==> src/rtl/rptr_empty_sync.sv <==
// Read-domain half of a dual-clock FIFO: write-pointer synchroniser, read pointer, empty/level flags.
// Optional build macro RPTR_GRAY_CHECK_EN enables the sticky Gray-violation detector on rgray_err.
module rptr_empty_sync #(
  parameter int ASIZE       = 4,
  parameter int SYNC_STAGES = 2,
  parameter int AE_THRESH   = 2
) (
  input  logic             rclk,
  input  logic             rrst_n,
  input  logic [ASIZE:0]   wptr_gray,
  input  logic             rinc,
  output logic [ASIZE-1:0] raddr,
  output logic [ASIZE:0]   rptr_gray,
  output logic             rempty,
  output logic             ralmost_empty,
  output logic [ASIZE:0]   rlevel,
  output logic             rgray_err
);

  generate
    if (SYNC_STAGES < 2 || SYNC_STAGES > 4) begin : g_bad_stages
      $error("rptr_empty_sync: SYNC_STAGES must be in 2..4");
    end
    if (AE_THRESH < 0 || AE_THRESH > (1 << ASIZE)) begin : g_bad_thresh
      $error("rptr_empty_sync: AE_THRESH must be in 0..2**ASIZE");
    end
  endgenerate

  localparam logic [ASIZE:0] AE_LIM = (ASIZE+1)'(AE_THRESH);

  logic [ASIZE:0] sync_q [SYNC_STAGES];
  logic [ASIZE:0] rq_wptr;
  logic [ASIZE:0] wbin_s;
  logic [ASIZE:0] rbin;
  logic [ASIZE:0] rbin_next;
  logic [ASIZE:0] rgray_next;
  logic [ASIZE:0] rlevel_next;
  logic           pop;

  // Plain flop chain: nothing may sit between stages or metastability settling time is lost.
  always_ff @(posedge rclk or negedge rrst_n) begin
    if (!rrst_n) begin
      for (int i = 0; i < SYNC_STAGES; i++) sync_q[i] <= '0;
    end else begin
      sync_q[0] <= wptr_gray;
      for (int i = 1; i < SYNC_STAGES; i++) sync_q[i] <= sync_q[i-1];
    end
  end

  assign rq_wptr = sync_q[SYNC_STAGES-1];

  always_comb begin
    wbin_s = '0;
    for (int i = 0; i <= ASIZE; i++) wbin_s[i] = ^(rq_wptr >> i);
  end

  assign pop         = rinc & ~rempty;
  assign rbin_next   = rbin + (ASIZE+1)'(pop);
  assign rgray_next  = (rbin_next >> 1) ^ rbin_next;
  assign rlevel_next = wbin_s - rbin_next;

  // Flags are computed from the post-pop pointer so the last pop raises rempty on the same edge.
  always_ff @(posedge rclk or negedge rrst_n) begin
    if (!rrst_n) begin
      rbin          <= '0;
      rptr_gray     <= '0;
      rempty        <= 1'b1;
      ralmost_empty <= 1'b1;
      rlevel        <= '0;
    end else begin
      rbin          <= rbin_next;
      rptr_gray     <= rgray_next;
      rempty        <= (rgray_next == rq_wptr);
      ralmost_empty <= (rlevel_next <= AE_LIM);
      rlevel        <= rlevel_next;
    end
  end

  assign raddr = rbin[ASIZE-1:0];

`ifdef RPTR_GRAY_CHECK_EN
  logic [ASIZE:0] rq_prev;

  always_ff @(posedge rclk or negedge rrst_n) begin
    if (!rrst_n) begin
      rq_prev   <= '0;
      rgray_err <= 1'b0;
    end else begin
      rq_prev <= rq_wptr;
      if ($countones(rq_wptr ^ rq_prev) > 1) rgray_err <= 1'b1;
    end
  end
`else
  assign rgray_err = 1'b0;
`endif

endmodule

==> config.mk <==
export PLATFORM = sky130hd
export DESIGN_NAME = rptr_empty_sync
export DESIGN_NICKNAME = d
export VERILOG_FILES = /design/src/rtl/rptr_empty_sync.sv
export SDC_FILE = /design/constraint.sdc
export NUM_CORES = 1
export LEC_CHECK = 0
export BUFFER_PORTS_ARGS = -buffer_cell sky130_fd_sc_hd__buf_2
export CORE_MARGIN = 2
export CORE_UTILIZATION = 40
export CTS_BUF_LIST = sky130_fd_sc_hd__clkbuf_4 sky130_fd_sc_hd__clkbuf_8 sky130_fd_sc_hd__clkbuf_16
export DETAILED_ROUTE_END_ITERATION = 12
export PLACE_DENSITY_LB_ADDON = 0.25
export SYNTH_ARGS = -nofsm -noshare
export SYNTH_HDL_FRONTEND = slang
export SYNTH_SLANG_ARGS = --single-unit
export TNS_END_PERCENT = 30
==> constraint.sdc <==
create_clock -name rclk -period 2.3 [get_ports rclk]
set_input_delay 0.23 -clock rclk [delete_from_list [all_inputs] [get_ports rclk]]
set_output_delay 0.23 -clock rclk [all_outputs]
set_load 0.005 [all_outputs]
Word-level counts from Yosys, hierarchy flattened
Index checks and enable logic that the tools add are counted.

storage, ports and cells
  latch bits = 0
  bits of input ports = 8
  word-level logic and storage cells = 19
  memory bits (writable) = 0
  flip-flop bits (word level) = 27
  ROM bits = 0
  memories = 0

operators by class
  equal/unequal tests = 1
  $add $sub $neg = 2
  mux-type cells = 0
  $lt $le $gt $ge = 1
  multipliers = 0
  shifts and indexed selects = 0
  divide/modulo/power cells = 0
  bitwise logic cells = 3
  reduce and logical (&&, ||, !) cells = 5

operators with widths
  operator                                                        count
  parity 5 bit                                                    5
  adder 5 x 1 -> 5 bit                                            1
  equality test 5 bit                                             1
  less-or-equal comparator 5 x 2 -> 1 bit, second input constant  1
  subtractor 5 bit                                                1
  XOR 4 x 5 -> 5 bit                                              1
  bitwise AND 1 bit                                               1
  inverter 1 bit                                                  1

Depth between registers and ports, before layout
Gate-level depths: netlist of run 1.

  depth in word-level cells = 5
  gate-level depth with buffers = 10

Worst setup path before layout of run 1
OpenSTA, ideal clock, no wires.

  path kind = register to register
  start = register rempty
  end = register ralmost_empty
  path slack = -0.157 ns
  stages on the path, launching flop included = 11
  arrival = 2.373 ns
  setup time = 0.084 ns
  data required time = 2.216 ns
  cell sequence = dfstp_2 nor2b_1 ha_1 ha_1 clkbuf_1 xnor2_1 ha_1 a21o_1 a21bo_1 o31ai_2 nor3b_1

between the ends
  cells in the longest elaborated chain, start to end = 5

RTL lines
  item                                     line  text
  from (decl)                              14    output logic rempty,
  from (signal assigned)                   73    rempty <= (rgray_next == rq_wptr);
  inverter 1 bit                           57    assign pop = rinc & ~rempty;
  bitwise AND 1 bit                        57
  adder 5 x 1 -> 5 bit                     58    assign rbin_next = rbin + (ASIZE+1)'(pop);
  net rbin_next[1]                         35    logic [ASIZE:0] rbin_next;
  subtractor 5 bit                         60    assign rlevel_next = wbin_s - rbin_next;
  less-or-equal comparator 5 x 2 -> 1 bit  74    ralmost_empty <= (rlevel_next <= AE_LIM);
  to (signal assigned)                     74
  to (decl)                                15    output logic ralmost_empty,

The timed path passes the listed nets, and every way through them passes these cells.

Final worst setup path of run 1
  start = register rempty
  end = register rempty

between the ends
  cells in the longest elaborated chain, start to end = 5

RTL lines
  item                  line  text
  inverter 1 bit        57
  bitwise AND 1 bit     57
  adder 5 x 1 -> 5 bit  58
  net rbin_next[2]      35
  XOR 4 x 5 -> 5 bit    59    assign rgray_next = (rbin_next >> 1) ^ rbin_next;
  equality test 5 bit   73

The timed path passes the listed nets, and every way through them passes these cells.

==> results of run 1 <==
registers in the layout (all words and copies together), names as in the netlist:
signal	flops
rptr_gray	4
ralmost_empty	1
rlevel	5
rbin	5
rempty	1
sync_q	5
rq_wptr	5
stage by stage:
stage	TNS [ns]	instance area (um2)	setup slack, ns	std cells
after floorplan	0	1170	0.00141	90
after global placement	0	1370	0.0139	151
after detailed placement	-0.0567	1370	-0.0365	151
after CTS	-0.00690	1460	-0.00690	159
after global routing	-0.146	1550	-0.0630	162
final	0	1550	0.0406	162
timing repair:
item	CTS	global route
pin swaps	0	5
gates resized for setup	4	12
setup buffers	0	1
hold buffers	4	2
setup endpoints to repair	3	3
endpoints found under the hold margin	27	2
critical path: stages (launching register included):
cell	delay, ns
dfstp_2	0.56
nor2b_1	0.05
ha_2	0.18
ha_2	0.21
xor2_4	0.16
buf_4	0.16
xor2_1	0.15
or3_4	0.38
a2111oi_4	0.32
layer usage:
metal / vias up / wire length, um
met3: 2 / 86
met4: 0 / 17
met1: 360 / 858
met2: 17 / 1050
met5: - / 0
li1: 373 / -
cells in the mapped netlist (2+ instances only):
master	instances	share of area (%)
xor2_1	11	8.5
nor2_1	3	1.0
xor2_2	2	2.9
nand2_1	2	0.67
dfstp_2	2	4.7
nand3_1	4	1.8
inv_1	10	3.3
ha_1	5	5.5
xnor2_1	9	7.0
dfrtp_1	24	53
cell type report:
cell class | count | share of cell area [%]
multi-input cells | 52 | 34.4
well taps | 31 | 2.51
clock buffers | 4 | 2.34
repair buffers | 39 | 16.2
inverters | 10 | 2.43
flip-flops and latches | 26 | 42.2
power breakdown:
part	leakage [nW]	total [W]	internal, W	switching [W]
Combinational	0.406	0.00145	0.000707	0.000740
Sequential	0.302	0.000700	0.000626	0.0000739
Clock	0.0210	0.000230	0.0000966	0.000134
path summary, 6_finish.rpt:
kind / to / slack, ns / depth (start not counted)
hold / removal: rq_wptr[4] / 0.37 / 0
hold reg to reg: rq_wptr[4] / 0.37 / 0
min in group asynchronous: rlevel[2] / 0.42 / 2
max in group asynchronous: rempty / 1.51 / 2
setup reg to reg: rempty / 0.04 / 8
setup / recovery: rempty / 0.04 / 8
cell families after synthesis:
group	after synthesis	share of synthesized area, %
AOI/OAI and AO/OA	8	5.76
xor gates and xnor gates	22	18.4
adders and majority gates	5	5.54
buffers and inverters	12	4.32
DFF	26	57.9
other	1	0.332
and+or+nand+nor	16	7.76
==> out/qor.csv, run 1 <==
metric,value,unit
status,"complete, no violations",
Slew headroom,62.9,%
Power Total,0.00238,W
PD cells,1540,mW/mm2
Crit. Startpoint,rempty,
clk slew on worst S/H paths,0.14,ns
Tcrit/Tclk final,98.2,%
largest net degree at the start of global routing,27,
Synth Cell Area,0.00113,mm2
multi-input logic area,532,um2
First-pass DRT Iterations,4,
Boundary Pins,25,
CTS sink cnt,26,
grt met1 use,16.7,%
Buffers on Ports,23,
Starting DRT DRC Count,8,
Seq. cell area,653,um2
clk_lat worst skew,0.31,ns
most frequent cells in the layout,"dfrtp_1 (24), buf_2 (23), xor2_1 (10), buf_4 (10), inv_1 (8)",
Placeable Area,0.00271,mm2
htree depth,1,
critical path peak fanout,4,
Max Slew Vio Count,0,
final hold violations,0,
Yosys reg bits,26,
layout cells sized above 1,44.3,%
synth warn,0,
Leak,0.729,nW
DRC Markers,0,
WL/cell,12.4,um
startpoint type of the worst setup path,register,
Max Clock Skew,0.00617,ns
cts bufs inserted,3,
Max-Cap Viols,0,
clk root buf,clkbuf_4,
sequential cell area fraction in the yosys report,57.9,%
routed vias,752,
Hold WC Path Type,reg -> reg,
Initial Util,41.6,%
hpwl dp,1.43,mm
grt met3 use,2.27,%
Area Overhead vs Synth,37.1,%
first-pass GRT wire length,3.42,mm
Final Critical Period,2.26,ns
RSZ-0062 raised after global routing,yes,
GR Util met2,24.8,%
ANT nets after route,0,
post-layout util,57.1,%
GP Congestion,0.842,
Synth Instances,90,
post-synthesis net count,103,
# fillers,246,
worst r2r src,rempty,
Fmax,0.443,GHz
vias per cell,4.64,
GR peak layer,met2,
Total GRT Usage,13.8,%
vias in the first global route,751,
worst path required time,2.52,ns
final wirelength,2.01,mm
hold slack,0.365,ns
initial antenna violation count,0,
syn avg cell area,12.5,um2
fraction of registers with async set or reset after synthesis,100,%
synth unique cells,28,
Worst EP arrival,2.48,ns
Longest Clk Path Bufs,2,
"EDFF count, synth",0,
kind of critical path,reg -> reg,
Inserted Diodes,0,
grt ovf,0,
CTS tree,built,
Die Area,0.00326,mm2
"commonest non-fill, non-tap cell in the layout",dfrtp_1,
CP Capture Type,register,
Die Span X,57.1,um
Nets,145,
ys flop type,dfrtp_1,
Worst-Margin Slew,0.557,ns
Core Rows,19,
Vert. Die Dim,57.1,um
Setup-failing EPs final,0,
worst vdd ir,0.800,mV
worst hold start,sync_q[9],
Note: power is estimated with default switching activity, not from simulation.
==> run 2: changes to the inputs <==
--- a/config.mk
+++ b/config.mk
@@ -8,9 +8,8 @@
 export BUFFER_PORTS_ARGS = -buffer_cell sky130_fd_sc_hd__buf_2
 export CORE_MARGIN = 2
 export CORE_UTILIZATION = 40
-export CTS_BUF_LIST = sky130_fd_sc_hd__clkbuf_4 sky130_fd_sc_hd__clkbuf_8 sky130_fd_sc_hd__clkbuf_16
+export CTS_BUF_LIST = sky130_fd_sc_hd__clkbuf_2
 export DETAILED_ROUTE_END_ITERATION = 12
-export PLACE_DENSITY_LB_ADDON = 0.25
 export SYNTH_ARGS = -nofsm -noshare
 export SYNTH_HDL_FRONTEND = slang
 export SYNTH_SLANG_ARGS = --single-unit
==> run 2 against run 1 <==
  * The run now ends with negative setup slack left
  * Critical path depth up 2
  * Flip-flop and latch count unchanged
  * Sequential share of layout area down 0.80 points
  * Cell count up 4.3%
  * Sequential power up 0.9%
  * Register-to-register slack worse by 0.15 ns
  * Count of clock-buffer cells in the layout down 1
  * Final area up 1.9%
  * Highest routed layer unchanged
==> out/qor.csv, run 2 (synthesis results as in run 1) <==
metric,value,unit,change
RSZ-0062 raised after global routing,yes,,
worst path cell trace,nor2b_1 > ha_2 > ha_4 > xor2_4 > inv_1 > ha_2 > o21ai_0 > a21bo_4 > o31ai_4 > nor3b_2,,
DRC Markers,0,,unchanged
final wirelength,2.09,mm,+3.7%
Internal Pwr Total,0.00146,W,+2.2%
cts bufs inserted,3,,unchanged
Max Slew Vio Count,0,,unchanged
Worst-Margin Slew,0.548,ns,-0.00864 ns
Leak,0.753,nW,+3.3%
slowest cell delay on critical path,0.57,ns,about the same
worst-case reg-to-reg path depth,10,,+2
vias per cell,4.72,,+1.7%
critical path peak fanout,5,,+1
kind of critical path,reg -> reg,,
Core Rows,19,,unchanged
Total GRT Usage,13.7,%,-0.083 points
Critical Path Slowest Stage Cell,dfstp_2,,
CTS sink cnt,26,,unchanged
Initial Util,41.6,%,unchanged
Area Overhead vs Synth,39.8,%,
final hold violations,0,,unchanged
multi-input logic area,527,um2,-0.94%
GP Congestion,0.766,,-9.1%
Worst EP arrival,2.69,ns,+0.21 ns
initial antenna violation count,0,,unchanged
Final Critical Period,2.41,ns,+0.149 ns
Seq. cell area,653,um2,unchanged
Setup TNS Final,-0.154,ns,-0.154 ns
Nets,152,,+4.8%
Die Area,0.00326,mm2,unchanged
layout cells sized above 1,45.7,%,+1.4 points
worst r2r src,rempty,,
R2R Setup Slk,-0.11,ns,-0.15 ns
Logic pwr share,63.9,%,+3.0 points
CP dominant cell by count,ha_2,,
Clock Power Share,6.9,%,-2.8 points
Longest Clk Path Bufs,2,,unchanged
Vert. Die Dim,57.1,um,unchanged
htree depth,1,,unchanged
most frequent cells in the layout,"dfrtp_1 (24), buf_2 (23), buf_4 (17)",,
Fmax,0.415,GHz,-6.2%
vias in the first global route,796,,+6.0%
Sw Pwr,0.000954,W,+0.60%
largest delay contributor family on the critical path,compound AO/OA/AOI/OAI gates,,
switching power share of the total,39.5,%,-0.38 points
clk slew on worst S/H paths,0.23,ns,+0.09 ns
Setup-failing EPs final,2,,+2
clk root buf,clkbuf_2,,
Starting DRT DRC Count,5,,-3
ANT nets after route,0,,unchanged
largest net degree at the start of global routing,27,,unchanged
Buffers on Ports,23,,unchanged
r2r endpoint,ralmost_empty,,
routed vias,798,,+6.1%
final worst setup slack,-0.108,ns,-0.149 ns
status,"finished, violations left",,
Inserted Diodes,0,,unchanged
first-pass GRT wire length,3.38,mm,-1.0%
hold slack,0.364,ns,-0.00118 ns
"commonest non-fill, non-tap cell in the layout",dfrtp_1,,
grt ovf,0,,unchanged
Flop pwr share,29.2,%,-0.2 points
CTS tree,built,,
PD cells,1530,mW/mm2,-0.37%
WP buf/inv,1,,unchanged
Max-Cap Viols,0,,unchanged
clk_lat worst skew,0.34,ns,+0.03 ns
Hold WC Path Type,in -> async,,
hpwl dp,1.48,mm,+3.2%
CP Capture Type,register,,
WL/cell,12.3,um,-0.61%
Tcrit/Tclk final,105,%,+6.5 points
worst path required time,2.59,ns,+0.07 ns
First-pass DRT Iterations,4,,unchanged
Max Clock Skew,0.00953,ns,+0.00335 ns
# fillers,244,,-0.81%
Power Total,0.00241,W,+1.6%
Placeable Area,0.00271,mm2,unchanged
worst vdd ir,0.958,mV,+20%
Boundary Pins,25,,unchanged
violated checks,negative setup slack,,
startpoint type of the worst setup path,register,,
Slew headroom,63.5,%,+0.58 points
Die Span X,57.1,um,unchanged
[run 2: changes by cell type in the layout (fill, tap and decap cells not counted), sizes merged]
cell	delta
buf	+7
clkbuf	-1
clkinv	+1
[run 2: worst max-delay path by stage]
stage | from | cells past startpoint | slack (ns) | end
4_1_cts | rq_wptr[2] | 10 | -0.02 | ralmost_empty
5_1_grt | rempty | 10 | -0.23 | ralmost_empty
3_3_place_gp | rempty | 8 | 0.02 | rempty
2_1_floorplan | rempty | 10 | 0.001 | ralmost_empty
3_5_place_dp | rempty | 10 | -0.09 | ralmost_empty
6_report | rempty | 10 | -0.11 | ralmost_empty
[run 2: layout make-up]
type	count	share of cell area, %
Timing Repair Buffer	46	19.2
Clock buffer	3	0.952
Tap cell	31	2.46
Clock inverter	1	0.238
Multi-Input combinational cell	52	33.4
Sequential cell	26	41.4
Inverter	10	2.38
[run 2: per-stage QoR]
step / setup slack, ns / cell area, um2 / std cells / util, %
floorplan: 0.00141 / 1170 / 90 / -
global placement: 0.0211 / 1380 / 153 / 51.1
detailed placement: -0.0950 / 1380 / 153 / 51.1
CTS: -0.0248 / 1490 / 164 / 55.1
global route: -0.231 / 1580 / 169 / 58.2
finish: -0.108 / 1580 / 169 / 58.2
[run 2: worst register-to-register path: stages (launching register included)]
cell and delay (ns):
dfstp_2 0.57, nor2b_1 0.04, ha_2 0.19, ha_4 0.18, xor2_4 0.21, inv_1 0.07, ha_2 0.18, o21ai_0 0.16
a21bo_4 0.27, o31ai_4 0.28, nor3b_2 0.20
[run 2: what timing repair did]
item                                   CTS  global route
setup buffers                            1             5
setup endpoints to repair                3             3
endpoints found under the hold margin   29             0
resized for setup                        5             9
pin swaps                                0             7
cloned                                   0             0
hold buffers                             6             0
[run 2: power by group through the flow]
stage | Sequential, W | Clock [W] | Combinational (W)
6_report | 0.000706 | 0.000166 | 0.00154
5_1_grt | 0.000724 | 0.000188 | 0.00171
4_1_cts | 0.000706 | 0.000177 | 0.00136
3_5_place_dp | 0.000710 | 0 | 0.00131
3_3_place_gp | 0.000707 | 0 | 0.00127
2_1_floorplan | 0.000729 | 0 | 0.000826
[run 2: layer usage]
metal	routed length [um]	part of all wire [%]	vias up	GRT usage, %
met5	0	0	-	0
met4	53	2.5	0	7.64
met3	100	4.8	6	2.49
met2	1070	51	20	23.3
met1	864	41	390	16.5
li1	-	-	382	-
